**src/rtl/ndn_pkg.sv**
```systemverilog
// Shared NDN packet constants, emit-state encoding and metadata type decode.
package ndn_pkg;

    localparam int unsigned INTEREST_LEN  = 9;
    localparam int unsigned DATA_LEN      = 41;
    localparam int unsigned TYPE_BIT      = 6;
    localparam int unsigned PREFIX_BYTES  = 8;
    localparam int unsigned PAYLOAD_BYTES = 32;
    localparam int unsigned SYNC_STAGES   = 2;
    localparam int unsigned LEN_W         = $clog2(DATA_LEN + 1);

    typedef enum logic [1:0] {
        IDLE,
        PULSE,
        STREAM
    } emit_state_e;

    // Packet length implied by the metadata byte's type bit.
    function automatic logic [LEN_W-1:0] expected_len(input logic [7:0] meta);
        return meta[TYPE_BIT] ? LEN_W'(INTEREST_LEN) : LEN_W'(DATA_LEN);
    endfunction

endpackage

```
**src/rtl/spi_byte_deserializer.sv**
```systemverilog
// Synchronises the SPI pins into clk, detects sclk/cs_n edges and assembles MSB-first bytes.
module spi_byte_deserializer
    import ndn_pkg::*;
(
    input  logic       clk,
    input  logic       rst,
    input  logic       spi_sclk,
    input  logic       spi_mosi,
    input  logic       spi_cs_n,
    output logic       byte_valid_o,
    output logic [7:0] byte_o,
    output logic       cs_fall_o,
    output logic       cs_rise_o,
    output logic       partial_o
);

    logic [SYNC_STAGES-1:0] sclk_sync_q, mosi_sync_q, cs_sync_q;
    logic                   sclk_prev_q, cs_prev_q;
    logic [7:0]             shift_q, shift_d;
    logic [2:0]             bit_cnt_q, bit_cnt_d;
    logic                   byte_valid_q, byte_valid_d;
    logic                   cs_fall_q, cs_fall_d;
    logic                   cs_rise_q, cs_rise_d;
    logic                   sclk_s, mosi_s, cs_s;

    assign sclk_s = sclk_sync_q[SYNC_STAGES-1];
    assign mosi_s = mosi_sync_q[SYNC_STAGES-1];
    assign cs_s   = cs_sync_q[SYNC_STAGES-1];

    always_comb begin
        shift_d      = shift_q;
        bit_cnt_d    = bit_cnt_q;
        byte_valid_d = 1'b0;
        cs_fall_d    = cs_prev_q & ~cs_s;
        cs_rise_d    = ~cs_prev_q & cs_s;
        if (cs_fall_d) begin
            bit_cnt_d = 3'd0;
        end else if (!cs_s && sclk_s && !sclk_prev_q) begin
            shift_d      = {shift_q[6:0], mosi_s};
            bit_cnt_d    = bit_cnt_q + 3'd1;
            byte_valid_d = (bit_cnt_q == 3'd7);
        end
    end

    // cs_n idles high so the sync chain resets to 1 to avoid a false edge.
    always_ff @(posedge clk or posedge rst) begin
        if (rst) begin
            sclk_sync_q  <= '0;
            mosi_sync_q  <= '0;
            cs_sync_q    <= '1;
            sclk_prev_q  <= 1'b0;
            cs_prev_q    <= 1'b1;
            shift_q      <= 8'd0;
            bit_cnt_q    <= 3'd0;
            byte_valid_q <= 1'b0;
            cs_fall_q    <= 1'b0;
            cs_rise_q    <= 1'b0;
        end else begin
            sclk_sync_q  <= {sclk_sync_q[SYNC_STAGES-2:0], spi_sclk};
            mosi_sync_q  <= {mosi_sync_q[SYNC_STAGES-2:0], spi_mosi};
            cs_sync_q    <= {cs_sync_q[SYNC_STAGES-2:0], spi_cs_n};
            sclk_prev_q  <= sclk_s;
            cs_prev_q    <= cs_s;
            shift_q      <= shift_d;
            bit_cnt_q    <= bit_cnt_d;
            byte_valid_q <= byte_valid_d;
            cs_fall_q    <= cs_fall_d;
            cs_rise_q    <= cs_rise_d;
        end
    end

    assign byte_valid_o = byte_valid_q;
    assign byte_o       = shift_q;
    assign cs_fall_o    = cs_fall_q;
    assign cs_rise_o    = cs_rise_q;
    assign partial_o    = (bit_cnt_q != 3'd0);

endmodule

```
**src/rtl/spi_packet_rx.sv**
```systemverilog
// Frames each SPI chip-select window into one NDN packet, validates its length and
// replays it to the FIB as an RX_valid pulse followed by back-to-back bytes.
module spi_packet_rx
    import ndn_pkg::*;
(
    input  logic       clk,
    input  logic       rst,
    input  logic       spi_sclk,
    input  logic       spi_mosi,
    input  logic       spi_cs_n,
    output logic       RX_valid,
    output logic [7:0] data_SPI_to_FIB,
    output logic       rx_busy,
    output logic       rx_error
);

    logic       byte_valid, cs_fall, cs_rise, partial;
    logic [7:0] rx_byte;

    spi_byte_deserializer u_deser (
        .clk          (clk),
        .rst          (rst),
        .spi_sclk     (spi_sclk),
        .spi_mosi     (spi_mosi),
        .spi_cs_n     (spi_cs_n),
        .byte_valid_o (byte_valid),
        .byte_o       (rx_byte),
        .cs_fall_o    (cs_fall),
        .cs_rise_o    (cs_rise),
        .partial_o    (partial)
    );

    logic [7:0]       pkt_buf_q [DATA_LEN];
    logic             wr_en;
    logic [LEN_W-1:0] byte_cnt_q, byte_cnt_d;
    logic [LEN_W-1:0] exp_len_q, exp_len_d;
    logic             overrun_q, overrun_d;
    emit_state_e      state_q, state_d;
    logic [LEN_W-1:0] rd_idx_q, rd_idx_d;
    logic [LEN_W-1:0] emit_len_q, emit_len_d;
    logic             rx_valid_q, rx_valid_d;
    logic [7:0]       data_q, data_d;
    logic             busy_q, busy_d;
    logic             err_q, err_d;
    logic             emit_done, emit_free, req;

    always_comb begin
        byte_cnt_d = byte_cnt_q;
        exp_len_d  = exp_len_q;
        overrun_d  = overrun_q;
        state_d    = state_q;
        rd_idx_d   = rd_idx_q;
        emit_len_d = emit_len_q;
        data_d     = data_q;
        err_d      = 1'b0;
        wr_en      = 1'b0;
        req        = 1'b0;
        emit_done  = (state_q == STREAM) && (rd_idx_q == emit_len_q - LEN_W'(1));
        emit_free  = (state_q == IDLE) || emit_done;

        if (cs_fall) begin
            byte_cnt_d = '0;
            overrun_d  = 1'b0;
        end else if (byte_valid) begin
            if (byte_cnt_q == LEN_W'(DATA_LEN)) begin
                overrun_d = 1'b1;
            end else begin
                wr_en      = 1'b1;
                byte_cnt_d = byte_cnt_q + LEN_W'(1);
                if (byte_cnt_q == '0) exp_len_d = expected_len(rx_byte);
            end
        end

        // Capture end: accept only a whole, correctly sized packet when the emitter is free.
        if (cs_rise) begin
            byte_cnt_d = '0;
            overrun_d  = 1'b0;
            if (byte_cnt_q != '0 && byte_cnt_q == exp_len_q && !partial && !overrun_q
                && emit_free) begin
                req        = 1'b1;
                emit_len_d = byte_cnt_q;
            end else if (byte_cnt_q != '0 || partial) begin
                err_d = 1'b1;
            end
        end

        case (state_q)
            IDLE: begin
                if (req) begin
                    state_d  = PULSE;
                    rd_idx_d = '0;
                end
            end
            PULSE: state_d = STREAM;
            STREAM: begin
                if (emit_done) begin
                    state_d  = req ? PULSE : IDLE;
                    rd_idx_d = '0;
                end else begin
                    rd_idx_d = rd_idx_q + LEN_W'(1);
                end
            end
            default: state_d = IDLE;
        endcase

        rx_valid_d = (state_d == PULSE);
        busy_d     = (state_d != IDLE);
        if (state_d == STREAM) data_d = pkt_buf_q[rd_idx_d];
    end

    always_ff @(posedge clk or posedge rst) begin
        if (rst) begin
            byte_cnt_q <= '0;
            exp_len_q  <= '0;
            overrun_q  <= 1'b0;
            state_q    <= IDLE;
            rd_idx_q   <= '0;
            emit_len_q <= '0;
            rx_valid_q <= 1'b0;
            data_q     <= 8'd0;
            busy_q     <= 1'b0;
            err_q      <= 1'b0;
        end else begin
            byte_cnt_q <= byte_cnt_d;
            exp_len_q  <= exp_len_d;
            overrun_q  <= overrun_d;
            state_q    <= state_d;
            rd_idx_q   <= rd_idx_d;
            emit_len_q <= emit_len_d;
            rx_valid_q <= rx_valid_d;
            data_q     <= data_d;
            busy_q     <= busy_d;
            err_q      <= err_d;
        end
    end

    // Packet storage is not reset; stale contents are never emitted.
    always_ff @(posedge clk) begin
        if (wr_en) pkt_buf_q[byte_cnt_q] <= rx_byte;
    end

    assign RX_valid        = rx_valid_q;
    assign data_SPI_to_FIB = data_q;
    assign rx_busy         = busy_q;
    assign rx_error        = err_q;

endmodule

```
**config.mk**
```make
export PLATFORM = sky130hd
export DESIGN_NAME = spi_packet_rx
export DESIGN_NICKNAME = d
export VERILOG_FILES = /design/src/rtl/ndn_pkg.sv /design/src/rtl/spi_byte_deserializer.sv /design/src/rtl/spi_packet_rx.sv
export SDC_FILE = /design/constraint.sdc
export NUM_CORES = 1
export LEC_CHECK = 0
export CORE_MARGIN = 2
export CORE_UTILIZATION = 45
export CTS_CLUSTER_SIZE = 8
export DETAILED_ROUTE_END_ITERATION = 8
export SLEW_MARGIN = 25
export SYNTH_ARGS = -nofsm -noshare
export SYNTH_HDL_FRONTEND = slang
export SYNTH_HIERARCHICAL = 1
export SYNTH_SLANG_ARGS = --single-unit
```
**constraint.sdc**
```tcl
create_clock -name clk -period 4.03 [get_ports clk]
set_input_delay 0.806 -clock clk [delete_from_list [all_inputs] [get_ports clk]]
set_output_delay 0.806 -clock clk [all_outputs]
set_load 0.01 [all_outputs]
```
==> impl_metrics.toml, run 1 <==
[floorplanning]
rows = 68
die_h_um = 191
core_mm2 = 0.0345
start_util_pct = 45.6
fp.dieW_um = 191
dieArea_mm2 = 0.0365
ios = 16

[job]
drv_cap = 0

[timing]
finalHoldViolations = 0
final.period_utilization_pct = 94.0
grt_setup_unrepaired = "false"
setup_ws_ns = 0.244
period_needed_ns = 3.79
setup_viol = 0
setup_total_negative_slack_ns = 0
worst_hold_slack_ns = 0.343
max_freq_mhz = 264
worst_slew_pin_slew_ns = 1.02
max_slew_margin_pct = 31.9
skew_ns = 0.0373
drv_slew = 0

[detailed_routing]
ant_nets = 0
drt-total-wl_mm = 40.6
wl_per_cell_um = 23.4
first_iter_violations = 1003
vias_per_cell = 5.79
num_vias = 10032
drc = 0
drt-pass1-iter-count = 5

[critical_path]
critPathCaptureType = "flop"
path_cells = "inv_1 -> ha_1 -> o21ba_1 -> a221oi_1 -> a41oi_1 -> or2_1 -> buf_4 -> a32oi_4 -> buf_12 -> a21oi_1 -> a32oi_1 -> o22ai_1 -> a211oi_2 -> a22o_1"
arrival_ns = 4.27
path_buf_inv = 3
path_max_fanout = 59
reg2reg_depth = 14
critPathRequiredTime_ns = 4.51
path_delay_family = "compound AO/OA/AOI/OAI gates"
reg2reg_slack_ns = 0.24
startpoint_type = "flop"
critical_path.max_stage_delay_ns = 0.42
criticalPathCategory = "reg2reg"
cp_slowest_cell = "a211oi_2"
cp_num_cells = 14

[synthesis]
ys_ff_latch = 384
async_reset_ff_share_pct = 14.6
syn-cell-area_mm2 = 0.0157
seq_area_frac_synth_pct = 71.6
ys.flop_type = "edfxtp_1"
synth_edf_count = 328
postSynthCellCount = 1186
ys_types = 71
postSynthAreaPerCell_um2 = 13.3
synth_warnings = 6
syn-num-nets = 1199

[global_routing]
grt_start_max_net_pins = 79
grt_pass1_wl_mm = 60.9
gr-total-overflow = 0
grt_pass1_vias = 10034
grt_use_total_pct = 22.5
grt_antenna_before_repair = 1

[clock_network]
clock_sinks = 384
clk_pin_slew_worst_paths_ns = 0.05
cts_hold_buf = 0
cts_root_buf = "clkbuf_16"
cts_buffer_depth = 3
worstSkewPairLatency_ns = 0.58
cts_tree = "yes"
cts_inserted_buffers = 54
h-tree-depth = 2

[cells_and_area]
fillCellCount = 2920
syn2layout_area_growth_pct = 15.2
diodes = 0
post-route-util_pct = 52.6
finalNetCount = 1248
layout-drive-gt1-share_pct = 11.2

[placed_design]
port_buffers = 15
gp_congestion = 0.844
dp_hpwl_mm = 24.1
pre_cts_ws_ns = 0.173

[hold_path]
hold_class = "reg2reg"
hold_depth = 0

[power_and_ir_drop]
p_total_mw = 9.13
powerDensity_mw_per_mm2 = 504
peakVddDrop_uv = 360
power_leakage_nw = 6.61

[outcome]
status = "finished clean"
## per-stage QoR
stage                     std cells  instance area (µm²)
after floorplan                1186                15700
after global placement         1630                16500
after detailed placement       1630                16500
after CTS                      1728                18100
after global routing           1732                18100
final                          1732                18100
## layout by cell type (no fill, tap or decap), types with 5 or more instances in the layout
cell type	Yosys	final
a211oi_1	9	8
a21oi_1	73	73
a221oi_1	16	16
a22o_1	8	8
a311oi_1	7	7
a31oi_1	11	11
a32oi_1	30	30
and3_1	6	6
buf_12	0	6
buf_4	8	39
clkbuf_1	24	39
clkbuf_16	0	55
clkdlybuf4s50_1	0	15
dfrtp_1	53	53
edfxtp_1	328	328
ha_1	8	8
inv_1	12	12
mux2_2	6	6
mux2_4	6	6
mux2i_1	16	16
nand2_1	258	258
nand2b_1	9	9
nand3_1	79	79
nand4_1	9	9
nor2_1	58	58
nor2b_1	7	7
nor3_1	8	7
o21ai_0	10	10
o22ai_1	16	16
or3_1	5	5
xor2_1	8	8
## path summary, 6_finish.rpt
kind / start / endpoint
worst max-delay path: emit_len_q[0] / data_SPI_to_FIB[4]
worst min-delay path: u_deser/sclk_sync_q[0] / u_deser/sclk_sync_q[1]
worst max register to register: emit_len_q[0] / data_SPI_to_FIB[4]
worst min register to register: u_deser/sclk_sync_q[0] / u_deser/sclk_sync_q[1]
max in group asynchronous: rst / u_deser/byte_o[6]
min in group asynchronous: rst / rd_idx_q[3]
## layout make-up
| cell class | instances | area, µm² | share of cell area (%) |
|---|---|---|---|
| Sequential cell | 384 | 11300 | 62.1 |
| Timing Repair Buffer | 62 | 599 | 3.31 |
| Multi-Input combinational cell | 719 | 4070 | 22.5 |
| Clock inverter | 4 | 61.3 | 0.338 |
| Inverter | 14 | 55.1 | 0.304 |
| Tap cell | 455 | 569 | 3.14 |
| Clock buffer | 94 | 1510 | 8.34 |
## worst register-to-register path, delay by kind of cell (launching register included)
family | cells | cell delay, ns
AOI/OAI and AO/OA | 9 | 2.18
buffers and inverters | 3 | 0.56
DFF | 1 | 0.40
and+or+nand+nor | 1 | 0.29
adders and majority gates | 1 | 0.25
## where the power goes
group | leakage (nW) | switching (mW) | internal, mW | total, mW
logic | 2.16 | 0.334 | 0.0640 | 0.398
clock network | 0.746 | 1.64 | 2.52 | 4.16
registers | 3.71 | 0.0120 | 4.56 | 4.57
total | 6.61 | 1.98 | 7.14 | 9.13
## cell families (layout without fill, tap and decap cells)
kind of cell,count (synthesis),count (layout),share of synthesized area (%)
AO/OA/AOI/OAI,212,212,9.61
XOR/XNOR,12,12,0.668
adder cells (fa/ha/maj),8,8,0.636
buffers and inverters,83,174,2.70
flip-flops,384,384,71.6
multiplexers,28,28,2.02
AND/OR/NAND/NOR,459,459,12.8
## per-layer routing
metal	vias to the layer above	global-route usage (%)	wire (µm)	share of wire, %
met1	4991	30.1	17200	42
li1	4551	-	-	-
met5	-	0	10	0.025
met4	2	9.51	1450	3.6
met3	90	4.63	2960	7.3
met2	398	35.7	18900	47
## flip-flops by register name (all words and copies together), names as in the netlist, 2 cells and up
| name | count |
|---|---|
| byte_cnt_q | 6 |
| u_deser/bit_cnt_q | 3 |
| emit_len_q | 6 |
| exp_len_q | 2 |
| u_deser/cs_sync_q | 2 |
| u_deser/mosi_sync_q | 2 |
| data_SPI_to_FIB | 8 |
| state_q | 2 |
| u_deser/sclk_sync_q | 2 |
| rd_idx_q | 6 |
| u_deser/byte_o | 8 |
| pkt_buf_q | 328 |
## repair_timing
| item | in CTS | in global routing |
|---|---|---|
| resized for setup | 0 | 2 |
| setup buffers | 0 | 3 |
| endpoints found under the setup margin | 0 | 2 |
## cell usage after synthesis, drive strengths merged, types with 8 or more instances
library cell | n | area, µm²
a221oi | 16 | 140
nor3 | 8 | 40.0
ha | 8 | 100
a22o | 8 | 70.1
a211oi | 10 | 80.1
o21ai | 10 | 50.1
a32oi | 31 | 279
edfxtp | 328 | 9850
a31oi | 11 | 68.8
dfrtp | 53 | 1330
nand2 | 258 | 968
nand3 | 79 | 395
mux2 | 12 | 158
o22ai | 16 | 100
a21oi | 74 | 382
mux2i | 16 | 160
clkbuf | 24 | 90.1
inv | 14 | 52.6
nor2 | 59 | 224
nand2b | 9 | 56.3
buf | 45 | 282
xor2 | 8 | 70.1
nand4 | 9 | 56.3
No activity file was read; power rests on OpenSTA's default activity.
==> run 2: changes to the inputs <==
- SLEW_MARGIN: 25 -> default
==> run 2 against run 1 <==
Net effect: via count down 0.73%; sequential cell count did not move; critical path depth did not move; routed wire length shrank 0.39%; count of clock-buffer cells in the layout stayed put; clock power is essentially flat; critical path type unchanged; critical endpoint unchanged; largest cell class unchanged.
==> impl_metrics.toml, run 2 (same netlist as run 1, synthesis figures left out) <==
[outcome]
status = "finished clean"

[timing]
final.period_utilization_pct = 94.2
setup_total_negative_slack_ns = 0
max_freq_mhz = 264
setup_viol = 0
max_slew_margin_pct = 23.7
grt_setup_unrepaired = "false"
skew_ns = 0.0392
worst_slew_pin_slew_ns = 1.14
drv_slew = 0
period_needed_ns = 3.79
finalHoldViolations = 0

[clock_network]
clk_pin_slew_worst_paths_ns = 0.05
cts_inserted_buffers = 54
cts_root_buf = "clkbuf_16"
cts_buffer_depth = 3
cts_hold_buf = 0
worstSkewPairLatency_ns = 0.58
cts_tree = "yes"
clock_sinks = 384
h-tree-depth = 2

[hold_path]
hold-path-endpoint = "u_deser/sclk_sync_q[1]"
timing.hold.worst.start = "u_deser/sclk_sync_q[0]"
hold_class = "reg2reg"
hold_depth = 0

[power_and_ir_drop]
powerDensity_mw_per_mm2 = 504
switching_share_pct = 21.7
switchingPower_mw = 1.98
power_leakage_nw = 6.61
peakVddDrop_uv = 360
pwr-share-comb_pct = 4.4
p_clk_share_pct = 45.5
p_int_mw = 7.14
sequentialPowerShare_pct = 50.1

[detailed_routing]
ant_nets = 0
wl_per_cell_um = 23.3
drt-pass1-iter-count = 5
drt-total-wl_mm = 40.4
vias_per_cell = 5.75
num_vias = 9959
first_iter_violations = 990
drc = 0

[placed_design]
gp_congestion = 0.844
port_buffers = 15
dp_hpwl_mm = 24.1

[floorplanning]
ios = 16
fp.dieW_um = 191
rows = 68
core_mm2 = 0.0345
start_util_pct = 45.6
die_h_um = 191
dieArea_mm2 = 0.0365

[global_routing]
grt_antenna_before_repair = 1
grt_pass1_wl_mm = 60.9
grt_start_max_net_pins = 79
gr-total-overflow = 0
grt_pass1_vias = 10034
grt_use_total_pct = 22.5

[critical_path]
arrival_ns = 4.27
criticalPathCategory = "reg2reg"
startpoint_type = "flop"
rr_startpoint = "emit_len_q[0]"
reg2reg_depth = 14
r2r-end = "data_SPI_to_FIB[4]"
critPathCaptureType = "flop"
path_max_fanout = 59
critPathRequiredTime_ns = 4.51
reg2reg_slack_ns = 0.24

[cells_and_area]
diodes = 0
final_common_cell = "edfxtp_1"
syn2layout_area_growth_pct = 15.2
top_register = "pkt_buf_q"
post-route-util_pct = 52.6
layout_common_cells = "edfxtp_1 (328), nand2_1 (258), nand3_1 (79)"
largest_reg_flops = 328
finalNetCount = 1248
layout-drive-gt1-share_pct = 11.1

[job]
drv_cap = 0
[run 2: cell types whose count changed in the layout (fill, tap and decap cells not counted)]
cell	previous run	this run
nor3_1	7	8
nor3_2	1	0
[run 2: how the worst max path moves through the flow]
stage                         start                  to  cells past startpoint
2_1_floorplan         byte_cnt_q[0]  data_SPI_to_FIB[1]                     16
3_3_place_gp   u_deser/bit_cnt_q[1]  data_SPI_to_FIB[4]                     14
3_5_place_dp   u_deser/bit_cnt_q[0]  data_SPI_to_FIB[4]                     14
4_1_cts        u_deser/bit_cnt_q[0]  data_SPI_to_FIB[4]                     14
5_1_grt               emit_len_q[0]  data_SPI_to_FIB[4]                     14
6_report              emit_len_q[0]  data_SPI_to_FIB[4]                     14
[run 2: repair_timing]
action,CTS,global route
endpoints found under the setup margin,0,2
gates resized for setup,0,2
setup buffers,0,3
[run 2: stage by stage]
stage	cell area, µm²	hold slack [ns]	instances	power [mW]	setup WS, ns
after floorplan	15700	0.331	1186	4.82	0.964
after global placement	16500	0.335	1630	5.05	0.229
after detailed placement	16500	0.336	1630	5.06	0.173
after CTS	18100	0.345	1728	9.19	0.121
after global routing	18100	0.358	1732	9.38	0.0582
final	18100	0.343	1732	9.12	0.236
[run 2: area by class of cell]
cell class / count / area [µm²]
clock buffers: 94 / 1510
clock inverters: 4 / 61.3
fillers: 2920 / 16300
inverters: 14 / 55.1
multi-input cells: 719 / 4070
flip-flops and latches: 384 / 11300
well taps: 455 / 569
repair buffers: 62 / 599
[run 2: metal layers]
metal	track usage, %	part of all wire, %	routed length, µm	vias up
met4	9.51	3.7	1480	2
met2	35.7	47	18900	398
met1	30.1	42	17100	4915
met5	0	0.025	10	-
met3	4.63	7.3	2950	98
li1	-	-	-	4546
[run 2: power by group through the flow]
stage / registers [mW] / logic [mW] / clock network [mW]
floorplan: 4.76 / 0.0590 / 0
global placement: 4.65 / 0.401 / 0
detailed placement: 4.65 / 0.411 / 0
CTS: 4.57 / 0.412 / 4.21
global route: 4.57 / 0.428 / 4.38
finish: 4.57 / 0.397 / 4.16
[run 2: critical path, cell delays in order (launching register included)]
cell      delay [ns]
dfrtp_1         0.40
inv_1           0.07
ha_1            0.25
o21ba_1         0.20
a221oi_1        0.28
a41oi_1         0.11
or2_1           0.29
buf_4           0.18
a32oi_4         0.38
buf_12          0.30
a21oi_1         0.07
a32oi_1         0.27
o22ai_1         0.23
a211oi_2        0.42
a22o_1          0.19
==> run 3: changes to the inputs <==
- CORE_UTILIZATION: 45 -> 35
- CTS_CLUSTER_SIZE: 8 -> 30
==> run 3 against run 2 <==
Net effect: worst hold slack better by 0.013 ns; critical path depth stayed put; routed wire length is 3.3% lower; first-iteration DRC count is 0.10% higher; die area is 28% higher; worst setup slack better by 0.046 ns; combinational power is 3% lower; global-route usage is 5.7 points lower; maximum frequency is 1.2% higher; highest routed layer is now met4; clock skew is 0.012 ns lower; sequential power hardly changed.
==> impl_metrics.toml, run 3 (same netlist as run 1, synthesis figures left out) <==
[cells_and_area]
top_register = "pkt_buf_q"
post-route-util_pct = 40.6
fillCellCount = 4114
finalNetCount = 1236
final_common_cell = "edfxtp_1"
largest_reg_flops = 328
syn2layout_area_growth_pct = 14.3
layout_common_cells = "edfxtp_1 (328), nand2_1 (258), nand3_1 (79)"
layout-drive-gt1-share_pct = 11.3
postLayoutCellArea_mm2 = 0.0180

[power_and_ir_drop]
powerDensity_mw_per_mm2 = 477
peakVddDrop_uv = 286
power_leakage_nw = 6.50

[critical_path]
crit_start = "emit_len_q[0]"
startpoint_type = "flop"
reg2reg_depth = 14
arrival_ns = 4.19
reg2reg_slack_ns = 0.28
rr_startpoint = "emit_len_q[0]"
crit_end = "data_SPI_to_FIB[7]"
criticalPathCategory = "reg2reg"
critPathRequiredTime_ns = 4.47
r2r-end = "data_SPI_to_FIB[7]"
critPathCaptureType = "flop"
path_max_fanout = 8

[timing]
drv_slew = 0
skew_ns = 0.0275
final.period_utilization_pct = 93.0
setup_ws_ns = 0.282
setup_total_negative_slack_ns = 0
grt_setup_unrepaired = "false"
worst_slew_pin_slew_ns = 1.03
setup_viol = 0
finalHoldViolations = 0
max_freq_mhz = 267
max_slew_margin_pct = 31.1
period_needed_ns = 3.75

[floorplanning]
ios = 16
dieArea_mm2 = 0.0466
die_h_um = 216
core_mm2 = 0.0443
rows = 77
fp.dieW_um = 216
start_util_pct = 35.5

[placed_design]
gp_congestion = 0.859
dpl_cell_area_mm2 = 0.0167
pre_cts_ws_ns = 0.196
port_buffers = 15
dp_hpwl_mm = 24.3

[hold_path]
hold_class = "reg2reg"
timing.hold.worst.start = "u_deser/cs_sync_q[0]"

[global_routing]
gr-total-overflow = 0
met1_usage_pct = 22.9
grt.met3_usage_pct = 2.51
grt_pass1_wl_mm = 59.6
grt_use_total_pct = 16.8
met2_usage_pct = 27.4
grt_pass1_vias = 9640
grt_start_max_net_pins = 84
grt_busiest_layer = "met2"
grt_antenna_before_repair = 1

[clock_network]
clk_pin_slew_worst_paths_ns = 0.06
cts_root_buf = "clkbuf_16"
worstSkewPairLatency_ns = 0.57
cts_inserted_buffers = 41
cts_tree = "yes"
cts_hold_buf = 0
cts_buffer_depth = 3
clock_sinks = 384
h-tree-depth = 2

[detailed_routing]
drt-total-wl_mm = 39.1
drt-pass1-iter-count = 7
wl_per_cell_um = 21.2
drc = 0
first_iter_violations = 991
ant_nets = 0
vias_per_cell = 5.36
num_vias = 9898

[job]
drv_cap = 0

[outcome]
status = "finished clean"
-- run 3: how the worst min path moves through the flow --
stage	endpoint	slack, ns	cells after the start
floorplan	u_deser/mosi_sync_q[1]	0.33	0
global placement	u_deser/sclk_sync_q[1]	0.33	0
detailed placement	u_deser/sclk_sync_q[1]	0.34	0
CTS	u_deser/cs_sync_q[1]	0.36	0
global route	u_deser/cs_sync_q[1]	0.37	0
finish	u_deser/cs_sync_q[1]	0.36	0
-- run 3: what timing repair did --
action                                  4_1_cts  5_1_grt
endpoints found under the setup margin        0        6
resized for setup                             0        2
setup buffers                                 0        2
-- run 3: routing by layer --
metal,vias to the layer above,share of wire (%)
li1,4522,-
met1,4972,44
met2,349,48
met3,55,6.0
met4,0,2.4
met5,-,0
-- run 3: where the power goes --
group | total (mW) | internal [mW] | switching (mW)
combinational | 0.384 | 0.0635 | 0.321
clock | 3.62 | 2.06 | 1.56
sequential | 4.57 | 4.55 | 0.0163
-- run 3: worst max-delay path, cell delays in order, from the launching register on --
cell and delay, ns:
dfrtp_1 0.40, inv_1 0.07, ha_1 0.25, o21ba_1 0.20, a221oi_1 0.28, a41oi_1 0.10, or2_1 0.29, buf_4 0.18
a22oi_1 0.21, and3_1 0.34, nand3_1 0.43, o22ai_1 0.39, a211oi_1 0.10, buf_4 0.17, a22o_1 0.19
-- run 3: final cells by class --
cell class	instances	area (µm²)	share of cell area (%)
well taps	592	741	4.12
clock buffers	53	1090	6.08
inverters	14	55.1	0.306
flip-flops and latches	384	11300	62.6
multi-input cells	719	4060	22.6
repair buffers	63	581	3.23
diodes	1	2.50	0.0139
clock inverters	22	189	1.05
-- run 3: per-stage QoR --
| step | total power [mW] | hold slack [ns] | cells |
|---|---|---|---|
| global placement | 5.03 | 0.333 | 1770 |
| CTS | 8.65 | 0.357 | 1845 |
| floorplan | 4.82 | 0.331 | 1186 |
| detailed placement | 5.05 | 0.339 | 1770 |
| finish | 8.57 | 0.356 | 1848 |
| global route | 8.83 | 0.368 | 1847 |
